File: src/rtl/vga_multi_timing.sv
// VGA timing generator with pixel enable, sync/blank, scaled coordinates and per-channel change strobes.
// Define VGA_FRAME_SYNC_EN to hold pending change strobes until the start of vertical blank.
module vga_multi_timing #(
  parameter int unsigned CLK_DIV     = 4,
  parameter int unsigned H_ACTIVE    = 640,
  parameter int unsigned H_FP        = 16,
  parameter int unsigned H_SYNC      = 96,
  parameter int unsigned H_BP        = 48,
  parameter int unsigned V_ACTIVE    = 480,
  parameter int unsigned V_FP        = 10,
  parameter int unsigned V_SYNC      = 2,
  parameter int unsigned V_BP        = 33,
  parameter int unsigned SCALE_SHIFT = 1,
  parameter int unsigned NCHAN       = 2,
  parameter int unsigned STRETCH     = 4
) (
  input  logic                      clk_100mhz,
  input  logic                      rst,
  output logic                      pix_en,
  output logic                      hsync,
  output logic                      vsync,
  output logic                      comp_sync,
  output logic                      blank,
  output logic [10-SCALE_SHIFT-1:0] pixel_x,
  output logic [10-SCALE_SHIFT-1:0] pixel_y,
  output logic                      frame_tick,
  input  logic [NCHAN-1:0]          chg_req,
  output logic [NCHAN-1:0]          chg_strobe,
  output logic                      chg_busy
);

  localparam int unsigned H_TOTAL = H_ACTIVE + H_FP + H_SYNC + H_BP;
  localparam int unsigned V_TOTAL = V_ACTIVE + V_FP + V_SYNC + V_BP;
  localparam int unsigned DIV_W   = $clog2(CLK_DIV);
  localparam int unsigned H_W     = $clog2(H_TOTAL);
  localparam int unsigned V_W     = $clog2(V_TOTAL);
  localparam int unsigned PIX_W   = 10 - SCALE_SHIFT;
  localparam int unsigned CNT_W   = (STRETCH > 1) ? $clog2(STRETCH) : 1;

  typedef enum logic [1:0] {IDLE, PEND, STROBE} chan_state_t;

  logic [DIV_W-1:0] div_cnt, div_nxt;
  logic [H_W-1:0]   hcount, h_nxt;
  logic [V_W-1:0]   vcount, v_nxt;
  logic             line_wrap;
  logic             hsync_nxt, vsync_nxt, blank_nxt;

  chan_state_t      state     [NCHAN];
  chan_state_t      state_nxt [NCHAN];
  logic [CNT_W-1:0] cnt       [NCHAN];
  logic [CNT_W-1:0] cnt_nxt   [NCHAN];
  logic [NCHAN-1:0] queued, queued_nxt, req_q, edge_det, strobe_nxt;
  logic             busy_nxt, pend_release;

`ifdef VGA_FRAME_SYNC_EN
  assign pend_release = frame_tick;
`else
  assign pend_release = 1'b1;
`endif

  // Next counter values; outputs are decoded from these so they align with the counters.
  always_comb begin
    div_nxt   = (div_cnt == DIV_W'(CLK_DIV - 1)) ? '0 : div_cnt + DIV_W'(1);
    h_nxt     = hcount;
    v_nxt     = vcount;
    line_wrap = 1'b0;
    if (pix_en) begin
      if (hcount == H_W'(H_TOTAL - 1)) begin
        h_nxt     = '0;
        line_wrap = 1'b1;
        v_nxt     = (vcount == V_W'(V_TOTAL - 1)) ? '0 : vcount + V_W'(1);
      end else begin
        h_nxt = hcount + H_W'(1);
      end
    end
    hsync_nxt = !((32'(h_nxt) >= H_ACTIVE + H_FP) && (32'(h_nxt) < H_ACTIVE + H_FP + H_SYNC));
    vsync_nxt = !((32'(v_nxt) >= V_ACTIVE + V_FP) && (32'(v_nxt) < V_ACTIVE + V_FP + V_SYNC));
    blank_nxt = (32'(h_nxt) >= H_ACTIVE) || (32'(v_nxt) >= V_ACTIVE);
  end

  always_ff @(posedge clk_100mhz) begin
    if (rst) begin
      div_cnt    <= '0;
      hcount     <= '0;
      vcount     <= '0;
      pix_en     <= 1'b0;
      hsync      <= 1'b1;
      vsync      <= 1'b1;
      comp_sync  <= 1'b1;
      blank      <= 1'b0;
      pixel_x    <= '0;
      pixel_y    <= '0;
      frame_tick <= 1'b0;
    end else begin
      div_cnt    <= div_nxt;
      hcount     <= h_nxt;
      vcount     <= v_nxt;
      pix_en     <= (div_nxt == DIV_W'(CLK_DIV - 1));
      hsync      <= hsync_nxt;
      vsync      <= vsync_nxt;
      comp_sync  <= hsync_nxt & vsync_nxt;
      blank      <= blank_nxt;
      pixel_x    <= blank_nxt ? '0 : PIX_W'(h_nxt >> SCALE_SHIFT);
      pixel_y    <= blank_nxt ? '0 : PIX_W'(v_nxt >> SCALE_SHIFT);
      frame_tick <= line_wrap && (32'(v_nxt) == V_ACTIVE);
    end
  end

  // Per-channel IDLE/PEND/STROBE with a one-deep queue for edges seen mid-strobe.
  always_comb begin
    edge_det = chg_req & ~req_q;
    busy_nxt = 1'b0;
    for (int unsigned i = 0; i < NCHAN; i++) begin
      state_nxt[i]  = state[i];
      cnt_nxt[i]    = cnt[i];
      queued_nxt[i] = queued[i];
      case (state[i])
        IDLE: if (edge_det[i]) state_nxt[i] = PEND;
        PEND: begin
          if (pend_release) begin
            state_nxt[i] = STROBE;
            cnt_nxt[i]   = '0;
            if (edge_det[i]) queued_nxt[i] = 1'b1;
          end
        end
        STROBE: begin
          if (cnt[i] == CNT_W'(STRETCH - 1)) begin
            cnt_nxt[i]    = '0;
            queued_nxt[i] = 1'b0;
            state_nxt[i]  = (queued[i] || edge_det[i]) ? PEND : IDLE;
          end else begin
            cnt_nxt[i] = cnt[i] + CNT_W'(1);
            if (edge_det[i]) queued_nxt[i] = 1'b1;
          end
        end
        default: state_nxt[i] = IDLE;
      endcase
      strobe_nxt[i] = (state_nxt[i] == STROBE);
      busy_nxt      = busy_nxt | (state_nxt[i] != IDLE);
    end
  end

  always_ff @(posedge clk_100mhz) begin
    if (rst) begin
      for (int unsigned i = 0; i < NCHAN; i++) begin
        state[i] <= IDLE;
        cnt[i]   <= '0;
      end
      queued     <= '0;
      req_q      <= '0;
      chg_strobe <= '0;
      chg_busy   <= 1'b0;
    end else begin
      for (int unsigned i = 0; i < NCHAN; i++) begin
        state[i] <= state_nxt[i];
        cnt[i]   <= cnt_nxt[i];
      end
      queued     <= queued_nxt;
      req_q      <= chg_req;
      chg_strobe <= strobe_nxt;
      chg_busy   <= busy_nxt;
    end
  end

endmodule

File: config.mk
export PLATFORM = sky130hd
export DESIGN_NAME = vga_multi_timing
export DESIGN_NICKNAME = d
export VERILOG_FILES = /design/src/rtl/vga_multi_timing.sv
export SDC_FILE = /design/constraint.sdc
export NUM_CORES = 1
export LEC_CHECK = 0
export ABC_AREA = 1
export CAP_MARGIN = 20
export CORE_ASPECT_RATIO = 0.75
export CORE_MARGIN = 4
export CORE_UTILIZATION = 39
export CTS_CLUSTER_SIZE = 10
export DETAILED_ROUTE_END_ITERATION = 6
export SYNTH_ARGS = -nofsm -noshare
export SYNTH_HDL_FRONTEND = slang
export SYNTH_SLANG_ARGS = --single-unit
File: constraint.sdc
create_clock -name clk_100mhz -period 3.5 [get_ports clk_100mhz]
set_input_delay 0.7 -clock clk_100mhz [delete_from_list [all_inputs] [get_ports clk_100mhz]]
set_output_delay 0.7 -clock clk_100mhz [all_outputs]
set_load 0.01 [all_outputs]
### Yosys cells after proc, flatten, opt, wreduce, memory -nomap -nowiden

Memories as Yosys holds them, arrays and structs flattened.
Cells that the tools add are included.

* register bits after elaboration: 53
* memory bits (writable): 8
* input bits: 4
* output and inout bits: 27
* word-level logic and storage cells: 98
* memories: 2

Memory list
* cnt: depth 2, bits a word 2, read ports 2, clocked after Yosys merged registers in 0, write ports 2, RTL line 50 `logic [CNT_W-1:0] cnt [NCHAN];`
* state: depth 2, bits a word 2, read ports 2, clocked after Yosys merged registers in 0, write ports 2, RTL line 48 `chan_state_t state [NCHAN];`

* $add $sub $neg: 5
* $lt $le $gt $ge: 6
* equal/unequal tests: 13
* multiplexer cells: 33
* bitwise operators: 8
* reductions and logical operators: 15

Operators with widths (count)
* $mux 10: 5
* $mux 2: 11
* $add 10x1->10 const B: 2
* $eq 10x10->1 const B: 2
* $ge 10x10->1 const B: 2
* $ge 10x9->1 const B: 2
* $eq 2x2->1 const B: 8
* $pmux 2 s3: 2
* $mux 1: 11
* $eq 10x9->1 const B: 1
* $lt 10x10->1 const B: 1
* $lt 10x9->1 const B: 1
* $pmux 2 s2: 2
* $reduce_bool 2->1: 4
* $add 2x1->2 const B: 3
* $or 1x1->1: 5
* $eq 2x1->1 const B: 2
* $logic_not 2->1: 2
* $pmux 1 s2: 2
* $logic_and 1x1->1: 3
* $logic_or 1x1->1: 3
* $and 2x2->2: 1
* $logic_not 1->1: 2
* $not 2->2: 1
* other kinds (2): 2

### Longest topological paths before layout

* depth after elaboration: 8
* mapped depth: 15
* gate-level depth less buffers: 14

### Worst setup path after synthesis

OpenSTA, ideal clock, no wires.

* kind: reg2reg
* start point: register hcount[0]
* end point: register pixel_x[4]
* setup time: 0.114 ns
* data arrival time: 1.692 ns
* data required time: 3.386 ns
* setup slack: 1.695 ns
* cell stages (with the launch flop): 14
* path buffers: 2
* period minus slack after synthesis: 1.805 ns
* cells stage by stage: dfxtp_1 > ha_1 > nand2_1 > nor2_4 > nand2_2 > nor2_4 > nand2_4 > buf_6 > o21ai_2 > nand2_1 > nand3b_4 > nand2_4 > buf_6 > nor2_1

* longest elaborated chain between the ends: 6
* elaborated cells between the ends (all ways): 10
* classes of those cells: add/sub (1); order compare (2); eq/ne (1); mux (4); reduce/logical (2)

Ends and longest elaborated chain
* start, declared: RTL line 43 `logic [H_W-1:0] hcount, h_nxt;`
* start signal, assigned: RTL line 96 `hcount <= h_nxt;`
* $add 10x1->10 / $eq 10x10->1 (equally long branches): RTL line 73, 68
* $mux 10: RTL line 68 `if (hcount == H_W'(H_TOTAL - 1)) begin`
* $mux 10: RTL line 67 `if (pix_en) begin`
* $ge 10x10->1 / $ge 10x9->1 (equally long branches): RTL line 78 `blank_nxt = (32'(h_nxt) >= H_ACTIVE) || (32'(v_nxt) >= V_ACTIVE);`
* $logic_or 1x1->1: RTL line 78
* $reduce_or 2->1 (no line)
* end signal, assigned: RTL line 103 `pixel_x <= blank_nxt ? '0 : PIX_W'(h_nxt >> SCALE_SHIFT);`
* end, declared: RTL line 24 `output logic [10-SCALE_SHIFT-1:0] pixel_x,`

Parallel ways exist; a longest one is shown, timed or not.
A chain may end at the register's enable or synchronous reset.

### Worst setup path in the final report

* start point: register pix_en
* end point: output pix_en

RTL lines
* start, declared: RTL line 19 `output logic pix_en,`
* start signal, assigned: RTL line 98 `pix_en <= (div_nxt == DIV_W'(CLK_DIV - 1));`

No word-level cell between the ends.

==> flow_metrics.tcl <==
set metrics [dict create \
    die-area_mm2 0.008564 \
    synth_cells 387 \
    worst_setup_path_start_kind "flip-flop" \
    slowest_delay_ns 0.65 \
    grt-ovfl-total 0 \
    cp-end-kind "output pin" \
    crit_cells 1 \
    r2r_slack_ns 1.29 \
    core_mm2 0.006864 \
    yosysTopAreaCell "dfxtp_1" \
    maxCapViolations 0 \
    start_util_pct 40.54 \
    drtIter0Drc 98 \
    die_x_um 105.5 \
    clock_skew_ns 0.008260 \
    crit_slowest_cell "dfxtp_1" \
    track_usage_pct 14.91 \
    fillCellCount 700 \
    arrival_ns 1.62 \
    clockBufferDepth 2 \
    reg2reg_depth 12 \
    critPathKind "flip-flop to output pin" \
    synthDistinctLibCells 33 \
    clkPwrFrac_pct 39.6 \
    synth_edf_count 0 \
    vias 2302 \
    grt_pass1_vias 2105 \
    drc 0 \
    synth_seq_cells 61 \
    postCtsResizedCells 0 \
    power.internal_w 0.001041 \
    grt_pass1_wl_um 9873 \
    numCtsBuffers 9 \
    ctsHoldBuffers 0 \
    root_buffer "clkbuf_8" \
    ys_async_sr_fraction_pct 0 \
    drt-total-wl_um 5914 \
    drive_gt1_share_pct 7.277 \
    path_max_fanout 14 \
    seqPwrFrac_pct 53.6 \
    fin_nets 440 \
    max-vdd-ir-drop_v 0.0001785 \
    synth_top_area_share_pct 43.88 \
    r2r-start "hcount[0]$_SDFF_PP0_" \
    die_h_um 81.15 \
    pwr-share-comb_pct 6.8 \
    cp.required_ns 2.80 \
    crit_family "flip-flops" \
    status "finished clean" \
    cts_sinks 61 \
    clock.fmax_mhz 430.5 \
    final-setup-viol-count 0 \
    grt_max_degree 18 \
    post-cts-setup-buffers 0 \
    final.min_clock_period_ns 2.323 \
    holdCritPathClass "flip-flop to flip-flop" \
    netlist_area_mm2 0.002783 \
    hold_start "div_cnt[0]$_SDFF_PP0_" \
    rsz0062_at_grt "no" \
    synthTopCellsByCount "79 x nand2_1, 73 x nor2_1, 71 x inv_1" \
    port_buffers 30 \
    antenna_cells 0 \
    post_drt_via_cell_ratio 4.393 \
    timing.final.crit_share_pct 66.38 \
    synth-main-ff-cell "dfxtp_1" \
    firstDrtPassIters 4 \
    antenna_found_initial 0 \
    yosysSeqAreaShare_pct 43.88 \
    antenna_left 0 \
    htreeDepth 3 \
    maxSlewViolCount 0 \
    synth.avg_cell_area_um2 7.190 \
    switchingPower_w 0.0003236 \
    crit_chain "clkdlybuf4s50_1" \
    synthesis.nets 404 \
    dpl.hpwl_um 4269 \
    ioPinCount 31 \
    power.switching_fraction_pct 23.71 \
    cts_tree "yes" \
    worstMarginPinSlew_ns 0.5635 \
    slew_headroom_pct 62.31 \
    synthToLayoutAreaGrowth_pct 20.14 \
    yosysMostFrequentCell "nand2_1" \
    path_clk_slew_ns 0.06 \
    wl_per_cell_um 11.29 \
    hold_viol_final 0 \
    crit_buf_inv 1 \
    p_per_area_mw_per_mm2 408.2 \
    synth_warnings 0 \
    whs_ns 0.4608 \
    hold_path_end "div_cnt[0]$_SDFF_PP0_" \
    fp-row-count 26 \
    hold_path_depth 1 \
    p_leak_nw 1.536 \
    rr_endpoint "pixel_x[3]$_SDFF_PP0_" \
    synth_area_leaders "dfxtp_1 44%, nand2_1 11%, nor2_1 9.8%, inv_1 9.6%, ha_1 5.8%" \
    fin_tns_setup_ns 0 \
    gp_congestion 0.8027 \
    insertion_delay_ns 0.34 \
]
[cells in the final DEF (no fill, tap or decap), types with 6 or more instances in the layout]
master           netlist  final
o21ai_0               13     13
inv_1                 71     71
clkbuf_8               0     11
nand3_1               25     25
dfxtp_1               61     61
nand2_1               79     79
a21oi_1                7      7
nand4_1                6      6
clkdlybuf4s50_1        0     30
nor2_1                73     73
ha_1                  13     13
[cell type report]
class | instances | area (µm²) | area share [%]
clock buffers | 12 | 155.1 | 4.641
clock inverters | 2 | 10.01 | 0.2994
inverters | 72 | 271.5 | 8.121
multi-input cells | 247 | 1247 | 37.31
flip-flops and latches | 61 | 1221 | 36.53
well taps | 98 | 122.6 | 3.668
repair buffers | 32 | 315.3 | 9.431
[logic make-up (layout without fill, tap and decap cells)]
| group | count (synthesis) | after routing | synth area share [%] |
|---|---|---|---|
| AOI/OAI and AO/OA | 28 | 28 | 5.845 |
| xor gates and xnor gates | 3 | 3 | 0.9444 |
| adders and majority gates | 13 | 13 | 5.845 |
| buffers and inverters | 79 | 118 | 11.29 |
| DFF | 61 | 61 | 43.88 |
| other | 1 | 1 | 0.1348 |
| and+or+nand+nor | 202 | 202 | 32.06 |
[sequential cells by signal, indices dropped and copies added (netlist names), 2 cells and up]
name / cells
chg_strobe: 2
cnt: 4
div_cnt: 2
hcount: 10
pixel_x: 9
pixel_y: 9
queued: 2
req_q: 2
state: 4
vcount: 10
[power by group through the flow]
| stage | registers [W] | clock network, W | logic (W) |
|---|---|---|---|
| after CTS | 0.000731 | 0.000559 | 0.0000942 |
| after global placement | 0.000746 | 0 | 0.0000916 |
| after floorplan | 0.000744 | 0 | 0.0000638 |
| after global routing | 0.000733 | 0.000597 | 0.000107 |
| after detailed placement | 0.000746 | 0 | 0.0000930 |
| final | 0.000731 | 0.000540 | 0.0000934 |
[metrics by stage]
step	power [W]	setup WS (ns)	utilization (%)	instances	instance area [µm²]
3_5_place_dp	0.0008391	1.211	46.30	510	3178
2_1_floorplan	0.0008080	1.695	-	387	2783
4_1_cts	0.001384	1.153	48.71	524	3343
3_3_place_gp	0.0008380	1.258	46.30	510	3178
6_report	0.001365	1.177	48.71	524	3343
5_1_grt	0.001437	1.075	48.71	524	3343
[metal layers]
layer	GRT usage (%)	wire [µm]	part of all wire, %
met2	20.74	2171	37
met3	5.401	379	6.4
met4	5.821	93	1.6
met1	20.91	3270	55
met5	0	0	0
[worst max path at each step]
stage                    startpoint               endpoint
2_1_floorplan  hcount[0]$_SDFF_PP0_  pixel_x[4]$_SDFF_PP0_
3_3_place_gp                    rst   comp_sync$_SDFF_PP1_
3_5_place_dp                    rst   comp_sync$_SDFF_PP1_
4_1_cts           pix_en$_SDFF_PP0_                 pix_en
5_1_grt        vcount[0]$_SDFF_PP0_  pixel_y[0]$_SDFF_PP0_
6_report          pix_en$_SDFF_PP0_                 pix_en
(Power assumes the default switching activity.)
